### config.mk
export PLATFORM = sky130hd
export DESIGN_NAME = rom_loader
export DESIGN_NICKNAME = d
export VERILOG_FILES = /design/src/rtl/rom_loader_pkg.sv /design/src/rtl/rom_slot_map.sv /design/src/rtl/rom_loader.sv
export SDC_FILE = /design/constraint.sdc
export NUM_CORES = 1
export LEC_CHECK = 0
export CORE_MARGIN = 4
export CORE_UTILIZATION = 45
export CTS_BUF_LIST = sky130_fd_sc_hd__clkbuf_2
export CTS_CLUSTER_DIAMETER = 40
export DETAILED_ROUTE_END_ITERATION = 6
export PLACE_DENSITY_LB_ADDON = 0.08
export SYNTH_ARGS = -nofsm -noshare
export SYNTH_HDL_FRONTEND = slang
export SYNTH_HIERARCHICAL = 1
export SYNTH_SLANG_ARGS = --single-unit
### constraint.sdc
create_clock -name clk_sys -period 6.1 [get_ports clk_sys]
set_input_delay 1.22 -clock clk_sys [delete_from_list [all_inputs] [get_ports clk_sys]]
set_output_delay 1.22 -clock clk_sys [all_outputs]
set_load 0.02 [all_outputs]
### src/rtl/rom_loader_pkg.sv
// Shared types and helpers for the boot-ROM download loader.
package rom_loader_pkg;

    typedef enum logic [1:0] {
        IDLE    = 2'd0,
        WAIT_CE = 2'd1,
        WRITE   = 2'd2
    } ldr_state_t;

    localparam int PAGE_W_DEFAULT = 14;
    localparam int MAX_SLOTS      = 16;

    // Extract target page idx (each `width` bits wide) from a packed page table.
    // The table is widened to a fixed 512 bits so one helper serves any SLOTS/width.
    function automatic logic [31:0] slot_page(input logic [511:0] pages,
                                              input int           idx,
                                              input int           width);
        logic [511:0] mask;
        mask = (512'd1 << width) - 512'd1;
        return 32'((pages >> (idx * width)) & mask);
    endfunction

endpackage

### src/rtl/rom_slot_map.sv
// Combinational page/slot decoder.
// Forward mode: input page number is a download page; hit when it names a slot.
// Reverse mode: input page is an SDRAM page; hit when it is any slot's target.
module rom_slot_map
    import rom_loader_pkg::*;
#(
    parameter int                    SLOTS      = 3,
    parameter int                    IN_W       = 11,
    parameter int                    PG_W       = 9,
    parameter bit                    REVERSE    = 1'b0,
    parameter logic [SLOTS*PG_W-1:0] SLOT_PAGES = '0
) (
    input  logic [IN_W-1:0] page,
    output logic            hit,
    output logic [3:0]      index
);

    // Decode the page against the slot table
    always_comb begin
        hit   = 1'b0;
        index = '0;
        if (REVERSE) begin
            for (int i = 0; i < SLOTS; i++) begin
                if (IN_W'(slot_page(512'(SLOT_PAGES), i, PG_W)) == page) begin
                    hit   = 1'b1;
                    index = 4'(i);
                end
            end
        end else if (32'(page) < 32'(SLOTS)) begin
            hit   = 1'b1;
            index = 4'(page);
        end
    end

endmodule

### src/rtl/rom_loader.sv
// ioctl download -> SDRAM boot write port, with per-slot page remapping.
//
// state   | meaning
// --------+-------------------------------------------------------------
// IDLE    | waiting for an ioctl byte; out-of-range pages are dropped here
// WAIT_CE | byte latched, ioctl_wait high, waiting for ce to raise boot_wr
// WRITE   | boot_wr high for one ce period; next ce completes the write
module rom_loader
    import rom_loader_pkg::*;
#(
    parameter int   SLOTS    = 3,
    parameter int   ADDR_W   = 23,
    parameter int   IOCTL_AW = 25,
    parameter int   PAGE_W   = PAGE_W_DEFAULT,
    parameter logic [7:0] INDEX = 8'd0,
    parameter logic [SLOTS*(ADDR_W-PAGE_W)-1:0] SLOT_PAGES = {9'h107, 9'h100, 9'h000}
) (
    input  logic                clk_sys,
    input  logic                reset,
    input  logic                ce,
    input  logic                ioctl_download,
    input  logic [7:0]          ioctl_index,
    input  logic                ioctl_wr,
    input  logic [IOCTL_AW-1:0] ioctl_addr,
    input  logic [7:0]          ioctl_dout,
    output logic                ioctl_wait,
    output logic                active,
    output logic                boot_wr,
    output logic [ADDR_W-1:0]   boot_a,
    output logic [7:0]          boot_dout,
    input  logic [ADDR_W-1:0]   mem_a,
    output logic [7:0]          rom_mask,
    output logic [SLOTS-1:0]    loaded,
    output logic [15:0]         drop_cnt,
    output logic                proto_err,
    output logic                done
);

    localparam int PG_W = ADDR_W - PAGE_W;
    localparam int IN_W = IOCTL_AW - PAGE_W;

    ldr_state_t state, state_nxt;

    logic            wr_hit;
    logic [3:0]      wr_idx;
    logic [PG_W-1:0] wr_target;
    logic            mem_hit;
    logic [3:0]      mem_idx_unused;
    logic [PAGE_W-1:0] mem_ofs_unused;

    logic            accept, drop, fire, finish, proto;
    logic [3:0]      slot_q;
    logic            active_q, act_rise, act_fall;
    logic            done_pend, done_fire;
    logic [15:0]     drop_base, drop_inc;
    logic [SLOTS-1:0] loaded_set;

    assign active = ioctl_download & (ioctl_index == INDEX);

    rom_slot_map #(
        .SLOTS      (SLOTS),
        .IN_W       (IN_W),
        .PG_W       (PG_W),
        .REVERSE    (1'b0),
        .SLOT_PAGES (SLOT_PAGES)
    ) u_wr_map (
        .page  (ioctl_addr[IOCTL_AW-1:PAGE_W]),
        .hit   (wr_hit),
        .index (wr_idx)
    );

    rom_slot_map #(
        .SLOTS      (SLOTS),
        .IN_W       (PG_W),
        .PG_W       (PG_W),
        .REVERSE    (1'b1),
        .SLOT_PAGES (SLOT_PAGES)
    ) u_mem_map (
        .page  (mem_a[ADDR_W-1:PAGE_W]),
        .hit   (mem_hit),
        .index (mem_idx_unused)
    );

    assign mem_ofs_unused = mem_a[PAGE_W-1:0];
    assign rom_mask       = mem_hit ? 8'h00 : 8'hFF;
    assign wr_target      = PG_W'(slot_page(512'(SLOT_PAGES), int'(wr_idx), PG_W));

    assign act_rise  = active & ~active_q;
    assign act_fall  = ~active & active_q;
    assign done_fire = (act_fall | done_pend) & (state == IDLE);

    // State register
    always_ff @(posedge clk_sys) begin
        if (reset) state <= IDLE;
        else       state <= state_nxt;
    end

    // Next state and single-cycle action strobes
    always_comb begin
        state_nxt = state;
        accept    = 1'b0;
        drop      = 1'b0;
        fire      = 1'b0;
        finish    = 1'b0;
        case (state)
            IDLE: begin
                if (active && ioctl_wr) begin
                    if (wr_hit) begin
                        accept    = 1'b1;
                        state_nxt = WAIT_CE;
                    end else begin
                        drop = 1'b1;
                    end
                end
            end
            WAIT_CE: begin
                if (ce) begin
                    fire      = 1'b1;
                    state_nxt = WRITE;
                end
            end
            WRITE: begin
                if (ce) begin
                    finish    = 1'b1;
                    state_nxt = IDLE;
                end
            end
            default: state_nxt = IDLE;
        endcase
    end

    assign proto = active & ioctl_wr & (state != IDLE);

    // Write path: latch byte and address on accept, pace boot_wr with ce
    always_ff @(posedge clk_sys) begin
        if (reset) begin
            boot_a     <= '0;
            boot_dout  <= '0;
            boot_wr    <= 1'b0;
            ioctl_wait <= 1'b0;
            slot_q     <= '0;
        end else begin
            if (accept) begin
                boot_a     <= {wr_target, ioctl_addr[PAGE_W-1:0]};
                boot_dout  <= ioctl_dout;
                slot_q     <= wr_idx;
                ioctl_wait <= 1'b1;
            end
            if (fire) boot_wr <= 1'b1;
            if (finish) begin
                boot_wr    <= 1'b0;
                ioctl_wait <= 1'b0;
            end
        end
    end

    // A new download clears status first; events in the same cycle still count.
    assign drop_base  = act_rise ? 16'h0000 : drop_cnt;
    assign drop_inc   = (drop_base == 16'hFFFF) ? drop_base : drop_base + 16'd1;
    assign loaded_set = finish ? (SLOTS'(1) << slot_q) : '0;

    // Download status: loaded bitmap, drop counter, sticky protocol error
    always_ff @(posedge clk_sys) begin
        if (reset) begin
            loaded    <= '0;
            drop_cnt  <= '0;
            proto_err <= 1'b0;
        end else begin
            loaded    <= (act_rise ? '0 : loaded) | loaded_set;
            drop_cnt  <= drop ? drop_inc : drop_base;
            proto_err <= (act_rise ? 1'b0 : proto_err) | proto;
        end
    end

    // Download end: pulse done once the loader is back in IDLE
    always_ff @(posedge clk_sys) begin
        if (reset) begin
            active_q  <= 1'b0;
            done_pend <= 1'b0;
            done      <= 1'b0;
        end else begin
            active_q  <= active;
            done      <= done_fire;
            done_pend <= act_rise ? 1'b0 : ((act_fall | done_pend) & ~done_fire);
        end
    end

endmodule

==> impl_metrics.ini <==
[outcome]
status = finished, final reports clean

[setup_path]
worstPathCellList = clkdlybuf4s50_1, nor4_4, nand3_2, inv_1, clkdlybuf4s50_1
cp_top_family = buffers and inverters
start_kind = input port
cpMostUsedCell = clkdlybuf4s50_1
crit_type = in2out
cp_max_fo = 8
max_stage_delay_ps = 630
slowest_stage = clkdlybuf4s50_1
cp_num_buf_inv = 3
r2r_setup_slack_ps = 3330
crit_required_ps = 4880
worstSetupEndpointType = output pin
critPathArrivalTime_ps = 3200

[grt]
overflow = 0
first_global_vias = 2365
antenna_found_initial = 0
grt_max_degree = 47
grt_pass1_wl_um = 10800
grtUsageTotal_pct = 18.31
grt_use_met2_pct = 32.95
use_met3_pct = 6.869
met1_usage_pct = 20.02
gr-max-usage-layer = met2

[synth]
avgSynthCellArea_um2 = 8.335
syn_inst = 316
yosysWarnings = 6
syn_area_mm2 = 0.002634

[routing]
wire_per_inst_um = 13.53
vias_per_cell = 5.163
drt_iter0_drc = 114
drc = 0
via_count = 2499
wl_um = 6550
drtAntennaViolNets = 0
first_pass_iters = 4

[sta]
skew_ps = 11.59
finalHoldViolations = 0
worst_slew_pin_slew_ps = 1031
fin_tns_setup_ps = 0
rsz0062_at_grt = false
period_needed_ps = 4415
fmax_mhz = 226.5
slew_headroom_pct = 31.24
timing.final.crit_share_pct = 72.38
setup_viol = 0
slew_viol_final = 0

[cts]
cts-resized-gates = 0
h-tree-depth = 2
clockRootBuffer = clkbuf_2
cts_made_buffers = 5
clk_path_buf_depth = 2
clk_latency_ps = 430
clock-sinks = 55
clk_pin_slew_ps = 260
cts_hold_buf = 0
cts_tree = yes
post_cts_buffers = 0

[layout]
drive_above_1_share_pct = 5.825
multi_input_area_mm2 = 0.001339
syn_to_final_growth_pct = 40.76
regArea_mm2 = 0.001101
fillers = 526
n_antenna_cell = 0
nets = 481
final_area_mm2 = 0.003707
final_cells = 484
fin_util_pct = 66.11

[placement]
placed_area_mm2 = 0.003665
dpl.hpwl_um = 4895
dp.cells = 476
port_buffers = 112
place_congestion = 0.8490

[floorplanning]
dieWidth_um = 84.51
coreArea_mm2 = 0.005608
io-pin-count = 132
die_y_um = 84.51
dieArea_mm2 = 0.007141
start_util_pct = 46.97
num_rows = 27

[worst_hold_path]
hp-class = reg2reg

[pwr]
vdd_drop_max_mv = 0.09402
switchingPower_w = 0.0001299
powerDensity_mw_per_mm2 = 149.4
p_leak_nw = 1.205
pwr-share-seq_pct = 65.1
swShare_pct = 23.45
p_int_w = 0.0004241
pwr-share-comb_pct = 9.7
clkPwrFrac_pct = 25.2

[run]
max-cap-violations = 0
## through the flow
step	total power [W]	hold WS, ps	setup WS, ps
6_report	0.0005540	469.8	1685
5_1_grt	0.0005833	497.8	1600
4_1_cts	0.0005653	474.6	1691
3_5_place_dp	0.0004208	446.1	1695
3_3_place_gp	0.0004200	439.8	1699
2_1_floorplan	0.0003857	431.6	2590
## final timing paths
| kind | from | to | cells after the start |
|---|---|---|---|
| worst max-delay path | ioctl_index[5] | active | 5 |
| worst max register to register | active_q | drop_cnt[1] | 8 |
| worst min-delay path | boot_a[7] | boot_a[7] | 2 |
| worst min register to register | boot_a[7] | boot_a[7] | 2 |
## worst register-to-register path, cell delays in order (launching register included)
cell and delay [ps]:
dfxtp_1 520, nand4b_1 430, and2_1 240, ha_1 230, nand4_1 150, nor4_2 660
nor2_1 200, mux2i_1 190, nor2_1 50
## flip-flops by register name, indices dropped and copies added (netlist names)
signal / cells
done_pend: 1
drop_cnt: 16
boot_a: 16
done: 1
boot_dout: 8
state: 2
loaded: 3
ioctl_wait: 1
boot_wr: 1
active_q: 1
proto_err: 1
slot_q: 4
## power groups by stage
stage               Combinational, W  Clock (W)  Sequential, W
floorplan                  0.0000185          0       0.000367
global placement           0.0000529          0       0.000367
detailed placement         0.0000537          0       0.000367
CTS                        0.0000538   0.000150       0.000361
global route               0.0000572   0.000165       0.000361
finish                     0.0000537   0.000140       0.000361
## area by class of cell
class | count | share of cell area (%)
inverter | 3 | 0.3037
sequential | 55 | 29.70
clock inverter | 2 | 0.3375
tap | 72 | 2.430
timing repair buffer | 113 | 30.31
multi-input combinational | 233 | 36.11
clock buffer | 6 | 0.8100
## cell usage in the layout, fill, tap and decap left out, types with 4 or more instances in the layout
| cell | instances |
|---|---|
| a21oi_1 | 36 |
| and2_1 | 5 |
| clkbuf_2 | 6 |
| clkdlybuf4s50_1 | 111 |
| conb_1 | 7 |
| dfxtp_1 | 55 |
| nand2_1 | 65 |
| nand3_1 | 7 |
| nand4_1 | 10 |
| nor2_1 | 28 |
| nor3_1 | 7 |
| nor3b_1 | 5 |
| nor4_1 | 10 |
| or4_4 | 4 |
| xnor2_1 | 11 |
## layer usage
metal	up-vias	share of wire, %	wire [um]
met1	1148	39	2536
met3	8	10	657
li1	1263	-	-
met2	80	50	3262
met5	-	0	0
met4	0	1.4	93
Power figures use the tool's default switching activity.
